<file path="src/rtl/gray_pkg.sv">
// Shared definitions for the RGB-to-monochrome stream filter: mode encodings,
// luma weights and the reciprocal constant used for the exact divide-by-3.
package gray_pkg;

  typedef enum logic [1:0] {
    MODE_AVG    = 2'd0,
    MODE_LUMA   = 2'd1,
    MODE_THRESH = 2'd2,
    MODE_MAX    = 2'd3
  } mode_e;

  localparam int KR     = 77;
  localparam int KG     = 150;
  localparam int KB     = 29;
  localparam int KSHIFT = 8;

  typedef struct packed {
    logic [31:0] mult;
    logic [7:0]  shift;
  } recip_t;

  // x < 2^(cw+2); with shift = cw+4 the rounding error of ceil(2^s/3) stays
  // below one output LSB for every x, so floor(x*mult >> shift) == floor(x/3).
  function automatic recip_t div3_recip(input int cw);
    recip_t r;
    int     s;
    s       = cw + 4;
    r.shift = 8'(s);
    r.mult  = 32'(((64'd1 << s) + 64'd2) / 64'd3);
    return r;
  endfunction

endpackage

</file>
<file path="src/rtl/div3_const.sv">
// Combinational exact floor(x/3) for a (CW+2)-bit operand using a reciprocal
// multiply and shift.
module div3_const
  import gray_pkg::*;
#(
  parameter int CW = 8
) (
  input  logic [CW+1:0] x_i,
  output logic [CW-1:0] q_o
);

  localparam recip_t RC = div3_recip(CW);
  localparam int     S  = int'(RC.shift);
  localparam int     XW = CW + 2;
  localparam int     PW = XW + S;
  localparam logic [PW-1:0] M = PW'(RC.mult);

  logic [PW-1:0] prod;
  logic          unused_bits;

  assign prod = PW'(x_i) * M;
  // Quotient of a sum of three CW-bit channels always fits in CW bits.
  assign q_o         = prod[S +: CW];
  assign unused_bits = ^{prod[PW-1:S+CW], prod[S-1:0]};

endmodule

</file>
<file path="src/rtl/gray_stream_filter.sv">
// Three-stage valid/ready pipeline converting packed RGB pixels to a single
// monochrome sample: average, weighted luma, luma threshold or channel max.
module gray_stream_filter
  import gray_pkg::*;
#(
  parameter int CW        = 8,
  parameter int PIX_CNT_W = 24
) (
  input  logic                 clk,
  input  logic                 rst_n,
  input  logic                 s_valid,
  output logic                 s_ready,
  input  logic [3*CW-1:0]      s_pixel,
  input  logic                 s_last,
  input  logic [1:0]           mode,
  input  logic [CW-1:0]        threshold,
  output logic                 m_valid,
  input  logic                 m_ready,
  output logic [CW-1:0]        m_gray,
  output logic                 m_last,
  output logic [PIX_CNT_W-1:0] pix_count
);

  localparam int SW = CW + 2;
  localparam int WW = CW + 8;

  logic ready1, ready2, ready3;

  logic [CW-1:0] r_d, g_d, b_d;
  logic [SW-1:0] sum1_d;
  logic [WW-1:0] wsum1_d;
  logic [CW-1:0] max1_d;

  logic          v1_q;
  logic [SW-1:0] sum1_q;
  logic [WW-1:0] wsum1_q;
  logic [CW-1:0] max1_q;
  logic          last1_q;
  mode_e         mode1_q;
  logic [CW-1:0] thr1_q;

  logic [CW-1:0] avg2_d;
  logic [CW-1:0] luma2_d;
  logic [CW-1:0] res2_d;
  logic          v2_q;
  logic [CW-1:0] res2_q;
  logic          last2_q;
  mode_e         mode2_q;
  logic [CW-1:0] thr2_q;

  logic [CW-1:0] gray3_d;
  logic          v3_q;
  logic [CW-1:0] gray3_q;
  logic          last3_q;

  logic [PIX_CNT_W-1:0] pix_count_q;
  logic                 unused_wlo;

  // Each stage may load whenever it is empty or its content leaves this cycle.
  assign ready3 = !v3_q || m_ready;
  assign ready2 = !v2_q || ready3;
  assign ready1 = !v1_q || ready2;

  assign r_d = s_pixel[3*CW-1:2*CW];
  assign g_d = s_pixel[2*CW-1:CW];
  assign b_d = s_pixel[CW-1:0];

  assign sum1_d  = SW'(r_d) + SW'(g_d) + SW'(b_d);
  assign wsum1_d = WW'(KR) * WW'(r_d) + WW'(KG) * WW'(g_d) + WW'(KB) * WW'(b_d);

  always_comb begin
    max1_d = r_d;
    if (g_d > max1_d) max1_d = g_d;
    if (b_d > max1_d) max1_d = b_d;
  end

  div3_const #(.CW(CW)) u_div3 (
    .x_i (sum1_q),
    .q_o (avg2_d)
  );

  assign luma2_d    = wsum1_q[KSHIFT +: CW];
  assign unused_wlo = ^wsum1_q[KSHIFT-1:0];

  always_comb begin
    res2_d = luma2_d;
    case (mode1_q)
      MODE_AVG:    res2_d = avg2_d;
      MODE_LUMA:   res2_d = luma2_d;
      MODE_THRESH: res2_d = luma2_d;
      MODE_MAX:    res2_d = max1_q;
      default:     res2_d = luma2_d;
    endcase
  end

  always_comb begin
    gray3_d = res2_q;
    if (mode2_q == MODE_THRESH) gray3_d = (res2_q >= thr2_q) ? '1 : '0;
  end

  always_ff @(posedge clk or negedge rst_n) begin
    if (!rst_n) begin
      v1_q        <= 1'b0;
      sum1_q      <= '0;
      wsum1_q     <= '0;
      max1_q      <= '0;
      last1_q     <= 1'b0;
      mode1_q     <= MODE_AVG;
      thr1_q      <= '0;
      v2_q        <= 1'b0;
      res2_q      <= '0;
      last2_q     <= 1'b0;
      mode2_q     <= MODE_AVG;
      thr2_q      <= '0;
      v3_q        <= 1'b0;
      gray3_q     <= '0;
      last3_q     <= 1'b0;
      pix_count_q <= '0;
    end else begin
      if (ready1) begin
        v1_q <= s_valid;
        if (s_valid) begin
          sum1_q  <= sum1_d;
          wsum1_q <= wsum1_d;
          max1_q  <= max1_d;
          last1_q <= s_last;
          mode1_q <= mode_e'(mode);
          thr1_q  <= threshold;
        end
      end
      if (ready2) begin
        v2_q <= v1_q;
        if (v1_q) begin
          res2_q  <= res2_d;
          last2_q <= last1_q;
          mode2_q <= mode1_q;
          thr2_q  <= thr1_q;
        end
      end
      if (ready3) begin
        v3_q <= v2_q;
        if (v2_q) begin
          gray3_q <= gray3_d;
          last3_q <= last2_q;
        end
      end
      if (s_valid && ready1 && !(&pix_count_q))
        pix_count_q <= pix_count_q + PIX_CNT_W'(1);
    end
  end

  assign s_ready   = ready1;
  assign m_valid   = v3_q;
  assign m_gray    = gray3_q;
  assign m_last    = last3_q;
  assign pix_count = pix_count_q;

endmodule

</file>
<file path="config.mk">
export PLATFORM = sky130hd
export DESIGN_NAME = gray_stream_filter
export DESIGN_NICKNAME = d
export VERILOG_FILES = /design/src/rtl/gray_pkg.sv /design/src/rtl/div3_const.sv /design/src/rtl/gray_stream_filter.sv
export SDC_FILE = /design/constraint.sdc
export NUM_CORES = 1
export LEC_CHECK = 0
export CORE_MARGIN = 5
export CORE_UTILIZATION = 45
export DETAILED_ROUTE_END_ITERATION = 8
export DONT_BUFFER_PORTS = 1
export PLACE_DENSITY = 0.62
export SETUP_SLACK_MARGIN = 0.3
export SLEW_MARGIN = 30
export SYNTH_ARGS = -nofsm -noshare
export SYNTH_HDL_FRONTEND = slang
export SYNTH_SLANG_ARGS = --single-unit
</file>
<file path="constraint.sdc">
create_clock -name clk -period 7 [get_ports clk]
set_clock_uncertainty 0.1 [all_clocks]
set_input_delay 1.05 -clock clk [delete_from_list [all_inputs] [get_ports clk]]
set_output_delay 1.05 -clock clk [all_outputs]
set_load 0.03 [all_outputs]
</file>
[Yosys cells after proc, flatten, opt, wreduce, memory -nomap -nowiden]
Index checks and enable logic that the tools add are counted.
Storage, ports and cells
  logic and storage cells: 52
  register bits: 100
  input port bits: 39
  output and inout bits: 35
Operators by class
  $mul: 4
  reductions and logical operators: 15
  eq/ne operators: 4
  add/sub/neg operators: 5
  magnitude comparators: 3
  mux-type cells: 5
Operator list (number)
  8-bit two-way mux: 4
  7-bit by 8-bit multiplier with 15-bit output (first input constant): 2
  24-bit by 1-bit adder with 24-bit output (second input constant): 1
  8-bit one-hot mux with 3 select lines: 1
  24-bit AND reduction: 1
  10-bit by 10-bit multiplier with 19-bit output (second input constant): 1
  15-bit by 16-bit adder with 16-bit output: 1
  16-bit by 13-bit adder with 16-bit output: 1
  8-bit greater-than comparator: 2
  5-bit by 8-bit multiplier with 13-bit output (first input constant): 1
  9-bit by 8-bit adder with 10-bit output: 1
  8-bit by 8-bit adder with 9-bit output: 1
  8-bit >= comparator: 1
  2-bit equality test (second input constant): 3
  2-bit AND reduction: 3
  1-bit zero test: 4
  1-bit logical OR: 3
  2-bit by 1-bit equality test with 1-bit output (second input constant): 1
  1-bit logical AND: 2
  2-bit zero test: 1
  2-bit OR reduction: 1

[Longest topological paths before layout]
Gate-level depths: netlist of run 1.
  depth after elaboration: 6
  depth in mapped cells: 24

[Hierarchy]
A second synthesis of run 1 with hierarchy kept.
Second synthesis, totals
  cell total of the unflattened synthesis: 999
  area, all modules: 9728.1 µm²
Modules (own cells, without submodules)
  gray_stream_filter: instances 1, cells each 810, area an instance 7987.7 µm²
  div3_const: instances 1, cells each 189, area an instance 1740.4 µm²

[Worst setup path after synthesis of run 1]
No wires, ideal clock.
  kind: input to register
  from: in s_pixel[12]
  to: reg wsum1_q[15]
  data arrival time: 6.502 ns
  path buffers: 0
  stages: 21
  slack: 0.268 ns
  cell sequence: ha_1 > ha_1 > inv_1 > fa_1 > inv_1 > fa_1 > ha_1 > xor2_1 > fa_1 > fa_1 > fa_1 > inv_1 > fa_1 > ha_1 > and3_1 > o31a_1 > nor3_1 > nor3b_1 > a41oi_1 > xnor2_1 > o21ai_1
On the way
  longest elaborated chain between the ends: 3
RTL lines
  start, declared: RTL line gray_stream_filter.sv:13  | input logic [3*CW-1:0] s_pixel,
  7-bit by 8-bit multiplier with 15-bit output: RTL line gray_stream_filter.sv:69  | assign wsum1_d = WW'(KR) * WW'(r_d) + WW'(KG) * WW'(g_d) + WW'(KB) * WW'(b_d);
  15-bit by 16-bit adder with 16-bit output: RTL line gray_stream_filter.sv:69
  16-bit by 13-bit adder with 16-bit output: RTL line gray_stream_filter.sv:69
  end signal, assigned: RTL line gray_stream_filter.sv:124  | wsum1_q <= wsum1_d;
  end, declared: RTL line gray_stream_filter.sv:36  | logic [WW-1:0] wsum1_q;
Every way passes these cells.
A chain may end at the register's enable or synchronous reset.

[Final worst setup path of run 1]
  from: in s_pixel[11]
  to: reg wsum1_q[15]
The elaborated chain is that of the path after synthesis.

==> flow_metrics.env, run 1 <==
export IMPL_r2r_setup_slack_ns=2.15
export IMPL_hold_viol_final=0
export IMPL_critPathMaxStageDelay_ns=0.50
export IMPL_drcViolationCount=0
export IMPL_met2_usage_pct=28.1
export IMPL_clk_latency_ns=0.34
export IMPL_die_x_um=157
export IMPL_seqCellArea_sq_um=2300
export IMPL_htreeDepth=3
export IMPL_io_buffers=0
export IMPL_numCtsBuffers=9
export IMPL_min_path_type="in2async"
export IMPL_clock_path_buffers=2
export IMPL_nNetsFinal=1252
export IMPL_grt_most_used_layer="met2"
export IMPL_tightest_slew_ns=0.671
export IMPL_coreArea_sq_um=21200
export IMPL_area_delta_synth_final_pct=6.73
export IMPL_min_period_ns=6.47
export IMPL_fill_cells=1948
export IMPL_timing_rr_end="res2_q[4]"
export IMPL_post_drt_wl_per_cell_um=16.2
export IMPL_rr_startpoint="sum1_q[1]"
export IMPL_syn_area_sq_um=9710
export IMPL_cts_num_sinks=92
export IMPL_dr_pass1_iters=4
export IMPL_multi_input_area_sq_um=6760
export IMPL_synth_seq_cells=92
export IMPL_cts_root_buf="clkbuf_16"
export IMPL_max_slew_margin_pct=55.3
export IMPL_worstPathRequired_ns=7.10
export IMPL_max_freq_mhz=155
export IMPL_hpwl_um=16600
export IMPL_num_rows=53
export IMPL_end_kind="register"
export IMPL_worst_setup_path_start_kind="input pin"
export IMPL_ios=74
export IMPL_fin_crit_sh_pct=92.4
export IMPL_drv_slew=0
export IMPL_globalRouteTotalUtil_pct=17.3
export IMPL_yosysSeqAreaShare_pct=23.7
export IMPL_use_met1_pct=24.2
export IMPL_die_y_um=157
export IMPL_netlist_area_leader_share_pct=23.7
export IMPL_routed_via_count=6418
export IMPL_crit_type="in2reg"
export IMPL_drtIter0Drc=209
export IMPL_outcome="finished clean"
export IMPL_ant_nets=0
export IMPL_diodes=0
export IMPL_arrival_ns=6.57
export IMPL_via_per_inst=5.21
export IMPL_synth_enable_flop_cells=0
export IMPL_synth_ff_type="dfrtp_1"
export IMPL_grt_antenna_before_repair=0
export IMPL_path_clk_slew_ns=0.06
export IMPL_ys_types=59
export IMPL_start_util_pct=45.9
export IMPL_worst_path_max_fanout=7
export IMPL_syn_nets=1257
export IMPL_syn_avg_cell_area_sq_um=10.1
export IMPL_async_flop_share_pct=100
export IMPL_wl_um=19900
export IMPL_crit_chain="ha_1 > ha_1 > ha_1 > inv_1 > fa_1 > inv_1 > ha_1 > o21a_1 > nor2_2 > xor2_2 > fa_1 > fa_1 > fa_1 > inv_1 > fa_1 > ha_4 > and3_1 > o31a_1 > nor3_4 > nor3b_2 > a41oi_2 > xnor2_1 > o21ai_1"
export IMPL_rr_worst_depth=16
export IMPL_yosys_warnings=0
export IMPL_die_area_sq_um=24600
export IMPL_yosysTopAreaCell="dfrtp_1"
export IMPL_overflow=0
export IMPL_layout_drive_gt1_share_pct=6.49
export IMPL_finalSetupTns_ns=0
export IMPL_syn_inst=957
export IMPL_grt_max_degree=93
export IMPL_use_met3_pct=3.27
export IMPL_cap_viol_max_count=0
export IMPL_setup_viol=0
export IMPL_rsz0062_at_grt="false"
export IMPL_place_congestion=0.833
export IMPL_path_common_cell="fa_1"
export IMPL_netlist_top_cells_area="dfrtp_1 (24%), ha_1 (23%), fa_1 (18%), inv_1 (6.7%), xnor2_1 (3.1%)"
export IMPL_tritoncts="yes"
export IMPL_crit_path_top_delay_cell="fa_1"
export IMPL_grt_pass1_vias=6801
export IMPL_grt_pass1_wl_um=34100
## cells in the mapped netlist (2+ instances only)
master / instances
and2_1: 2
and3_1: 3
ha_1: 176
xnor2_1: 34
fa_1: 85
a22o_1: 7
mux2_2: 25
a31oi_1: 2
and3_4: 2
o31ai_1: 3
o21ai_1: 2
mux2i_1: 10
clkbuf_1: 16
a21o_1: 18
nand3_1: 15
o21bai_1: 8
nand2_1: 38
nor3b_1: 4
o21ai_0: 29
nor2_1: 47
a21oi_1: 45
nor2b_1: 8
a211oi_1: 12
nand2b_1: 16
a211o_1: 2
a41oi_1: 2
a22oi_1: 5
nand4_1: 8
a221oi_1: 3
a221o_1: 3
o21a_1: 6
nor3_1: 9
xor2_1: 23
dfrtp_1: 92
inv_1: 173
## flip-flops by register name (all words and copies together), names as in the netlist, 8 cells and up
| name | flops |
|---|---|
| pix_count | 24 |
| sum1_q | 10 |
| m_gray | 8 |
| max1_q | 8 |
| res2_q | 8 |
| thr1_q | 8 |
| thr2_q | 8 |
| wsum1_q | 8 |
## cell usage in the layout (no fill, tap or decap), drive strengths merged, types with 18 or more instances in the layout
cell	count
ha	176
inv	175
dfrtp	92
fa	85
nor2	47
a21oi	45
nand2	39
xnor2	34
o21ai	31
mux2	25
xor2	23
a21o	18
## worst max-delay path by stage
stage / startpoint / to / slack [ns]
after global placement: s_pixel[12] / wsum1_q[15] / 0.16
after CTS: s_pixel[12] / wsum1_q[15] / 0.40
after detailed placement: s_pixel[12] / wsum1_q[15] / 0.04
final: s_pixel[11] / wsum1_q[15] / 0.53
after floorplan: s_pixel[12] / wsum1_q[13] / 0.31
after global routing: s_pixel[11] / wsum1_q[15] / 0.32
## metal layers
metal	part of all wire [%]	up-vias
met2	48	78
li1	-	3194
met4	1.2	0
met5	0	-
met1	47	3131
met3	4.4	15
## kinds of logic after synthesis
group,synth area share (%)
XOR/XNOR,5.14
multiplexers,3.93
AND/OR/NAND/NOR,8.92
AO/OA/AOI/OAI,10.7
flip-flops,23.7
adder cells (fa/ha/maj),40.2
buffers and inverters,7.40
## through the flow
step	setup slack (ns)	util (%)	area, sq um	cells	hold slack, ns
2_1_floorplan	0.312	-	9720	957	0.342
3_3_place_gp	0.163	47.3	10000	1215	0.355
3_5_place_dp	0.0382	47.3	10000	1215	0.375
4_1_cts	0.401	48.7	10300	1230	0.285
5_1_grt	0.324	49.0	10400	1231	0.289
6_report	0.529	49.0	10400	1231	0.313
## worst max-delay path, delay by kind of cell
kind	cells	cell delay [ns]
buffers and inverters	3	0.14
adder cells (fa/ha/maj)	10	3.84
XOR/XNOR	2	0.33
AND/OR/NAND/NOR	4	0.64
AO/OA/AOI/OAI	4	0.58
## what timing repair did
action / CTS / global route
resized for setup: 0 / 7
buffers inserted: 0 / 1
setup endpoints to repair: 0 / 5
hold buffers: 0 / 0
## final cells by class
type / count / share of cell area (%)
flip-flops and latches: 92 / 22.2
clock inverters: 6 / 0.688
well taps: 275 / 3.32
inverters: 173 / 6.27
repair buffers: 2 / 0.145
clock buffers: 9 / 2.17
multi-input cells: 674 / 65.2
Power of run 1 is not shown: default switching activity piles up to over one toggle a cycle in this logic, so the estimate is an artifact.
==> run 2, diff against run 1 <==
CAP_MARGIN = 10   (was default)
CTS_CLUSTER_DIAMETER = 40   (was default)
CTS_CLUSTER_SIZE = 20   (was default)
==> results of run 2 <==
No change in the layout: final DEF, timing and power equal those of run 1.
Power of run 2 is left out for the same reason.
